**src/rtl/gerador_entrada.sv**
```systemverilog
// Input value generator: debounced inc/dec buttons or auto-step timer drive a 6-bit
// wrapping counter; mudou pulses for one cycle whenever the registered value changes.
module gerador_entrada #(
  parameter int DEBOUNCE_CICLOS = 16,
  parameter int PASSO_AUTO      = 50000000
) (
  input  logic       clk,
  input  logic       rst,
  input  logic       btn_inc,
  input  logic       btn_dec,
  input  logic       modo_auto,
  output logic [5:0] entrada,
  output logic       mudou
);

  localparam int CW = $clog2(DEBOUNCE_CICLOS) + 1;
  localparam int TW = $clog2(PASSO_AUTO + 1);

  // Bit order in the synchronizer and debounce vectors: {modo_auto, btn_dec, btn_inc}
  logic [2:0]    sync1_q, sync2_q;
  logic [1:0]    est_q, est_ant_q;
  logic [CW-1:0] cnt_q [2];
  logic [TW-1:0] timer_q, timer_d;
  logic [5:0]    entrada_q, entrada_d;
  logic          mudou_q;
  logic [1:0]    pulso;
  logic          modo_s;

  assign modo_s = sync2_q[2];
  assign pulso  = est_q & ~est_ant_q;

  always_comb begin
    entrada_d = entrada_q;
    timer_d   = '0;
    if (modo_s) begin
      if (timer_q == TW'(PASSO_AUTO - 1)) begin
        entrada_d = entrada_q + 6'd1;
      end else begin
        timer_d = timer_q + 1'b1;
      end
    end else if (pulso == 2'b01) begin
      entrada_d = entrada_q + 6'd1;
    end else if (pulso == 2'b10) begin
      entrada_d = entrada_q - 6'd1;
    end
  end

  always_ff @(posedge clk) begin
    if (rst) begin
      sync1_q   <= '0;
      sync2_q   <= '0;
      est_q     <= '0;
      est_ant_q <= '0;
      cnt_q[0]  <= '0;
      cnt_q[1]  <= '0;
      timer_q   <= '0;
      entrada_q <= '0;
      mudou_q   <= 1'b0;
    end else begin
      sync1_q <= {modo_auto, btn_dec, btn_inc};
      sync2_q <= sync1_q;
      // A new level must persist DEBOUNCE_CICLOS consecutive samples to be accepted
      for (int i = 0; i < 2; i++) begin
        if (sync2_q[i] == est_q[i]) begin
          cnt_q[i] <= '0;
        end else if (cnt_q[i] == CW'(DEBOUNCE_CICLOS - 1)) begin
          est_q[i] <= sync2_q[i];
          cnt_q[i] <= '0;
        end else begin
          cnt_q[i] <= cnt_q[i] + 1'b1;
        end
      end
      est_ant_q <= est_q;
      timer_q   <= timer_d;
      entrada_q <= entrada_d;
      mudou_q   <= (entrada_d != entrada_q);
    end
  end

  assign entrada = entrada_q;
  assign mudou   = mudou_q;

endmodule

```
**config.mk**
```make
export PLATFORM = sky130hd
export DESIGN_NAME = gerador_entrada
export DESIGN_NICKNAME = d
export VERILOG_FILES = /design/src/rtl/gerador_entrada.sv
export SDC_FILE = /design/constraint.sdc
export NUM_CORES = 1
export LEC_CHECK = 0
export ABC_AREA = 0
export ABC_CLOCK_PERIOD_IN_PS = 2029
export CAP_MARGIN = 30
export CORE_MARGIN = 2
export CORE_UTILIZATION = 35
export DETAILED_ROUTE_END_ITERATION = 10
export PLACE_DENSITY_LB_ADDON = 0.12
export SETUP_SLACK_MARGIN = 0.5
export SYNTH_ARGS = -nofsm -noshare
export SYNTH_HDL_FRONTEND = slang
export SYNTH_SLANG_ARGS = --single-unit
```
**constraint.sdc**
```tcl
create_clock -name clk -period 2.03 [get_ports clk]
set_input_delay 0.203 -clock clk [delete_from_list [all_inputs] [get_ports clk]]
set_output_delay 0.203 -clock clk [all_outputs]
set_load 0.01 [all_outputs]
```
==> run summary, run 1 <==
Status -> finished, final reports clean
Die ar. -> 0.007733 mm^2
IO buf count -> 11
Critical Path AT -> 1.92 ns
Crit. End Element -> flip-flop
Worst hold path type -> reg -> reg
Max Buffers Root-to-Sink -> 2
Starting DRC count in detailed routing -> 50
Routed length per instance -> 12.65 um
Total Wirelength -> 5124 um
Fin nets -> 320
Synthesized flop and latch total -> 53
Async set or reset register ratio after synthesis -> 0%
Cells after synthesis -> 261
Cell Rows -> 30
Drt pass-1 iters -> 4
Vias in the first global route -> 1802
CP Class -> reg -> reg
Setup TNS -> 0 ns
Clk_lat worst skew -> 0.31 ns
Slew Viols, Final -> 0
Clock sinks -> 53
CTS tree -> yes
Seq/Total Area, Yosys -> 47.08%
GRT overflow -> 0
Unique masters post-synth -> 44
Worst slack at placement -> 0.2905 ns
FMAX -> 583.0 MHz
Minimum clock period -> 1.715 ns
Core area -> 0.006794 mm^2
Total leakage power -> 1.223 nW
Final worst slack -> 0.3146 ns
Routability cong. -> 0.7277
Post-synth EDFFs -> 10
Power Density -> 563.0 mW/mm^2
Htree depth -> 2
Die X -> 87.94 um
Clock slew at reported path FFs -> 0.10 ns
Synth top area share -> 34.91%
Synthesized area -> 0.002466 mm^2
Period utilization -> 84.50%
First-pass GRT wire length -> 8217 um
Initial core utilization -> 36.30%
Most frequent cells in the layout -> nor2_1, dfxtp_1, buf_4
Area contributors post-synth -> dfxtp_1, edfxtp_1, nor2_1, xor2_1, xnor2_1
Post-route DRC -> 0
Startpoint types -> flip-flop
Most common cell after layout, fill and taps aside -> nor2_1
Die H -> 87.94 um
Detailed-route via count -> 1949
Initial antenna violation count -> 0
CTS Root Cell -> clkbuf_8
CP required -> 2.24 ns
I/O pin count -> 12
N_diodes -> 0
RSZ-0062 raised after global routing -> true
Tot GR Track Use -> 13.36%
Syn Area/Cell -> 9.449 um^2
Prevailing post-synth register cell -> dfxtp_1
Hpwl dp -> 3290 um
Layout cells sized above 1 -> 37.86%
CTS Hold Bufs -> 0
Via/cell ratio -> 4.812
# setup viols final -> 0
Antenna viol nets, final -> 0
Synth warn -> 0
Worst Tran Pin Value -> 0.5535 ns
Relative slew slack -> 63.02%
Final hold viol count -> 0
TritonCTS Buffers -> 5
Worst Path Max Fanout -> 4
Area growth syn-to-layout -> 39.62%
Worst VDD drop -> 0.0002882 V
Setup Skew -> 0.009877 ns
Max-cap violation count -> 0
Area leader, netlist -> dfxtp_1
Largest net degree at the start of global routing -> 26
report_power, final:
group | switching [mW] | internal (mW)
Combinational | 0.0560 | 0.0622
Sequential | 0.0200 | 1.09
Clock | 0.352 | 0.364
Total | 0.428 | 1.51
critical path, stage by stage, from the launching register on:
cell	delay [ns]
dfxtp_2	0.37
ha_4	0.14
nand4_4	0.10
nor4_4	0.29
nand4_1	0.15
mux2_4	0.28
mux2_4	0.29
sequential cells by signal, indices dropped and copies added, names as in the netlist:
register,count
est_q,2
est_ant_q,2
cnt_q,10
sync2_q,3
sync1_q,3
mudou,1
timer_q,26
entrada,6
final timing paths:
kind,from,cells after the start,endpoint,slack (ns)
worst max-delay path,timer_q[0],6,entrada[3],0.31
worst min-delay path,sync1_q[2],1,sync2_q[2],0.44
worst max register to register,timer_q[0],6,entrada[3],0.31
worst min register to register,sync1_q[2],1,sync2_q[2],0.44
timing repair:
item                                    4_1_cts  5_1_grt
endpoints found under the setup margin       43       45
setup buffers                                 9        7
gates cloned                                  0        3
pin swaps                                     9       27
resized for setup                            23       66
endpoints found under the hold margin         0        0
kinds of logic (layout without fill, tap and decap cells):
group / after synthesis / after routing / synth area share (%)
flip-flops: 53 / 53 / 47.08
buffers and inverters: 13 / 52 / 2.080
AND/OR/NAND/NOR: 129 / 129 / 27.96
multiplexers: 7 / 7 / 3.044
XOR/XNOR: 28 / 28 / 9.944
adder cells (fa/ha/maj): 7 / 7 / 3.551
other: 1 / 10 / 0.1521
AO/OA/AOI/OAI: 23 / 23 / 6.189
per-layer routing:
layer	wire length, um	GRT usage (%)
met1	2643	18.83
met2	2328	20.52
met3	98	2.262
met4	53	5.035
met5	0	0
metrics by stage:
step                instances  util [%]  hold WS, ns  instance area [um^2]  power (mW)
finish                    405     50.68       0.4369                  3443       1.939
global route              405     50.68       0.4409                  3443       2.017
CTS                       395     45.45       0.4418                  3088       1.955
detailed placement        378     41.68       0.4285                  2831       1.225
global placement          378     41.68       0.4189                  2831       1.225
floorplan                 270         -       0.3312                  2561       1.188
final cells by class:
cell class | instances | area [um^2]
fill | 629 | 3351
multi-input combinational | 204 | 1617
sequential | 53 | 1202
timing repair buffer | 37 | 367.9
tap | 96 | 120.1
clock buffer | 5 | 68.82
clock inverter | 3 | 41.29
inverter | 7 | 26.28
synthesized netlist by cell type, drive strengths merged (3+ instances only):
| cell | count |
|---|---|
| clkbuf | 4 |
| nor3 | 4 |
| o21ai | 5 |
| nor2b | 14 |
| edfxtp | 10 |
| nor4 | 4 |
| dfxtp | 43 |
| and4 | 3 |
| mux2 | 4 |
| xnor2 | 12 |
| ha | 7 |
| nand2 | 10 |
| and3 | 11 |
| or3 | 5 |
| mux2i | 3 |
| nand3 | 18 |
| nand4 | 7 |
| xor2 | 16 |
| inv | 7 |
| nor2 | 48 |
| a21oi | 7 |
No activity file was read; power rests on OpenSTA's default activity.
==> run 2, diff against run 1 <==
--- a/config.mk
+++ b/config.mk
@@ -6,7 +6,7 @@
 export NUM_CORES = 1
 export LEC_CHECK = 0
 export ABC_AREA = 0
-export ABC_CLOCK_PERIOD_IN_PS = 2029
+export ABC_CLOCK_PERIOD_IN_PS = 1700
 export CAP_MARGIN = 30
 export CORE_MARGIN = 2
 export CORE_UTILIZATION = 35
==> constraint.sdc (replaced) <==
create_clock -name clk -period 1.7 [get_ports clk]
set_input_delay 0.17 -clock clk [delete_from_list [all_inputs] [get_ports clk]]
set_output_delay 0.17 -clock clk [all_outputs]
set_load 0.01 [all_outputs]
==> run summary, run 2 (synthesis results as in run 1) <==
Initial antenna violation count -> 0 (unchanged)
Clock slew at reported path FFs -> 0.09 ns (about the same)
Area growth syn-to-layout -> 34.30%
Routed length per instance -> 11.25 um (-11%)
Minimum clock period -> 1.669 ns (-0.04662 ns)
Fin nets -> 339 (+5.9%)
Crit. End Element -> flip-flop
R2r setup slk -> 0.03 ns (-0.28 ns)
Most common cell after layout, fill and taps aside -> buf_4
Reg2reg path depth -> 6 (unchanged)
Via/cell ratio -> 4.591 (-4.6%)
Power Density -> 641.9 mW/mm^2 (+14%)
Initial core utilization -> 36.30% (unchanged)
Die H -> 87.94 um (unchanged)
Antenna viol nets, final -> 0 (unchanged)
Vias in the first global route -> 1786 (-0.89%)
Hold depth -> 2 (+1)
Critical R2R Launch -> timer_q[1]
Max Buffers Root-to-Sink -> 2 (unchanged)
Total leakage power -> 1.294 nW (+5.8%)
Status -> finished, final reports clean
Period utilization -> 98.16% (+14 points)
Slew Viols, Final -> 0 (unchanged)
Max-cap violation count -> 0 (unchanged)
Critical-path cell list -> ha_4, nand4_4, nor4_4, nand3_2, o22ai_1, mux2_2
TritonCTS Buffers -> 5 (unchanged)
FMAX -> 599.2 MHz (+2.8%)
Post-route DRC -> 0 (unchanged)
# fillers -> 633 (+0.64%)
Final hold viol count -> 0 (unchanged)
Clock sinks -> 53 (unchanged)
CP required -> 1.90 ns (-0.34 ns)
Startpoint types -> flip-flop
Worst VDD drop -> 0.0003097 V (+7.5%)
N_diodes -> 0 (unchanged)
Slowest cell on crit path -> dfxtp_2
Delay-heaviest family, CP -> simple AND/OR/NAND/NOR gates
WHS -> 0.4111 ns (-0.02575 ns)
I/O pin count -> 12 (unchanged)
# setup viols final -> 0 (unchanged)
Die X -> 87.94 um (unchanged)
Register area -> 0.001190 mm^2 (-1.0%)
First-pass GRT wire length -> 8079 um (-1.7%)
Starting DRC count in detailed routing -> 90 (+80%)
CP peak stage delay -> 0.36 ns (about the same)
Largest net degree at the start of global routing -> 20 (-23%)
Worst Path Max Fanout -> 5 (+1)
Drt pass-1 iters -> 4 (unchanged)
Cell Rows -> 30 (unchanged)
Clk_lat worst skew -> 0.30 ns (about the same)
Worst hold path type -> in -> reg
Die ar. -> 0.007733 mm^2 (unchanged)
Hold wc startpoint -> btn_dec
Most frequent cells in the layout -> buf_4, nor2_1, dfxtp_1
IO buf count -> 11 (unchanged)
Tot GR Track Use -> 13.23% (-0.13 points)
Max reg flops -> 26 (unchanged)
Total Wirelength -> 4759 um (-7.1%)
Worst r2r dst -> entrada[4]
Detailed-route via count -> 1942 (-0.36%)
CP Class -> reg -> reg
Routability cong. -> 0.7330 (+0.73%)
Htree depth -> 2 (unchanged)
Hold endpoint -> sync1_q[1]
Critical Path AT -> 1.87 ns (-0.05 ns)
GRT overflow -> 0 (unchanged)
Tot Pwr -> 2.126 mW (+9.7%)
Layout cells sized above 1 -> 31.50% (-6.4 points)
CTS tree -> yes
CTS Root Cell -> clkbuf_8
Setup Skew -> 0.009175 ns (-0.0007021 ns)
RSZ-0062 raised after global routing -> true
Core area -> 0.006794 mm^2 (unchanged)
Area of the multi-input gates -> 0.001435 mm^2 (-11%)
Hpwl dp -> 3388 um (+3.0%)
Largest register by flop count -> timer_q
Buf/Inv on CP -> 0 (unchanged)
==> run 2: worst max path at each step <==
stage | startpoint | end | slack, ns | depth (start not counted)
after floorplan | timer_q[1] | entrada[3] | 0.10 | 6
after detailed placement | timer_q[0] | entrada[0] | 0.03 | 6
after global routing | timer_q[16] | entrada[1] | -0.07 | 6
after global placement | timer_q[0] | entrada[0] | 0.06 | 6
after CTS | timer_q[1] | entrada[0] | 0.04 | 6
final | timer_q[1] | entrada[4] | 0.03 | 6
==> run 2: metal layers <==
metal,part of all wire [%],wire (um),up-vias,global-route usage [%]
met3,2.5,118,5,3.393
met2,43,2038,15,20.04
li1,-,-,1030,-
met4,1.2,55,0,3.776
met5,0,0,-,0
met1,54,2547,892,18.65
==> run 2: repair_timing <==
item                                    CTS  global route
buffers inserted                         10             5
hold buffers                              0             0
pin swaps                                 9             3
gates resized for setup                  21            17
endpoints found under the setup margin   52            47
gates cloned                              0             0
==> run 2: layout make-up <==
type                            count  area share [%]
Clock buffer                        6           2.191
Clock inverter                      1          0.1133
Inverter                            7          0.7934
Multi-Input combinational cell    204           43.33
Sequential cell                    53           35.93
Tap cell                           96           3.627
Timing Repair Buffer               56           14.02
==> run 2: where the power goes <==
part | switching, mW | leakage [nW] | internal [mW] | total [mW]
registers | 0.0219 | 0.461 | 1.30 | 1.32
clock network | 0.389 | 0.0387 | 0.279 | 0.668
logic | 0.0642 | 0.795 | 0.0725 | 0.137
total | 0.475 | 1.29 | 1.65 | 2.13
==> run 2: worst reg2reg max path, stage by stage (launching register included) <==
cell     delay [ns]
dfxtp_2        0.36
ha_4           0.15
nand4_4        0.09
nor4_4         0.25
nand3_2        0.20
o22ai_1        0.17
mux2_2         0.35
==> run 2: per-stage QoR <==
| step | instance area [um^2] | utilization (%) | cells | setup slack (ns) | TNS (ns) |
|---|---|---|---|---|---|
| 2_1_floorplan | 2595 | - | 270 | 0.1011 | 0 |
| 3_3_place_gp | 3037 | 44.70 | 401 | 0.06257 | 0 |
| 3_5_place_dp | 3037 | 44.70 | 401 | 0.03143 | 0 |
| 4_1_cts | 3216 | 47.33 | 418 | 0.03837 | 0 |
| 5_1_grt | 3312 | 48.75 | 423 | -0.07025 | -0.3451 |
| 6_report | 3312 | 48.75 | 423 | 0.03121 | 0 |
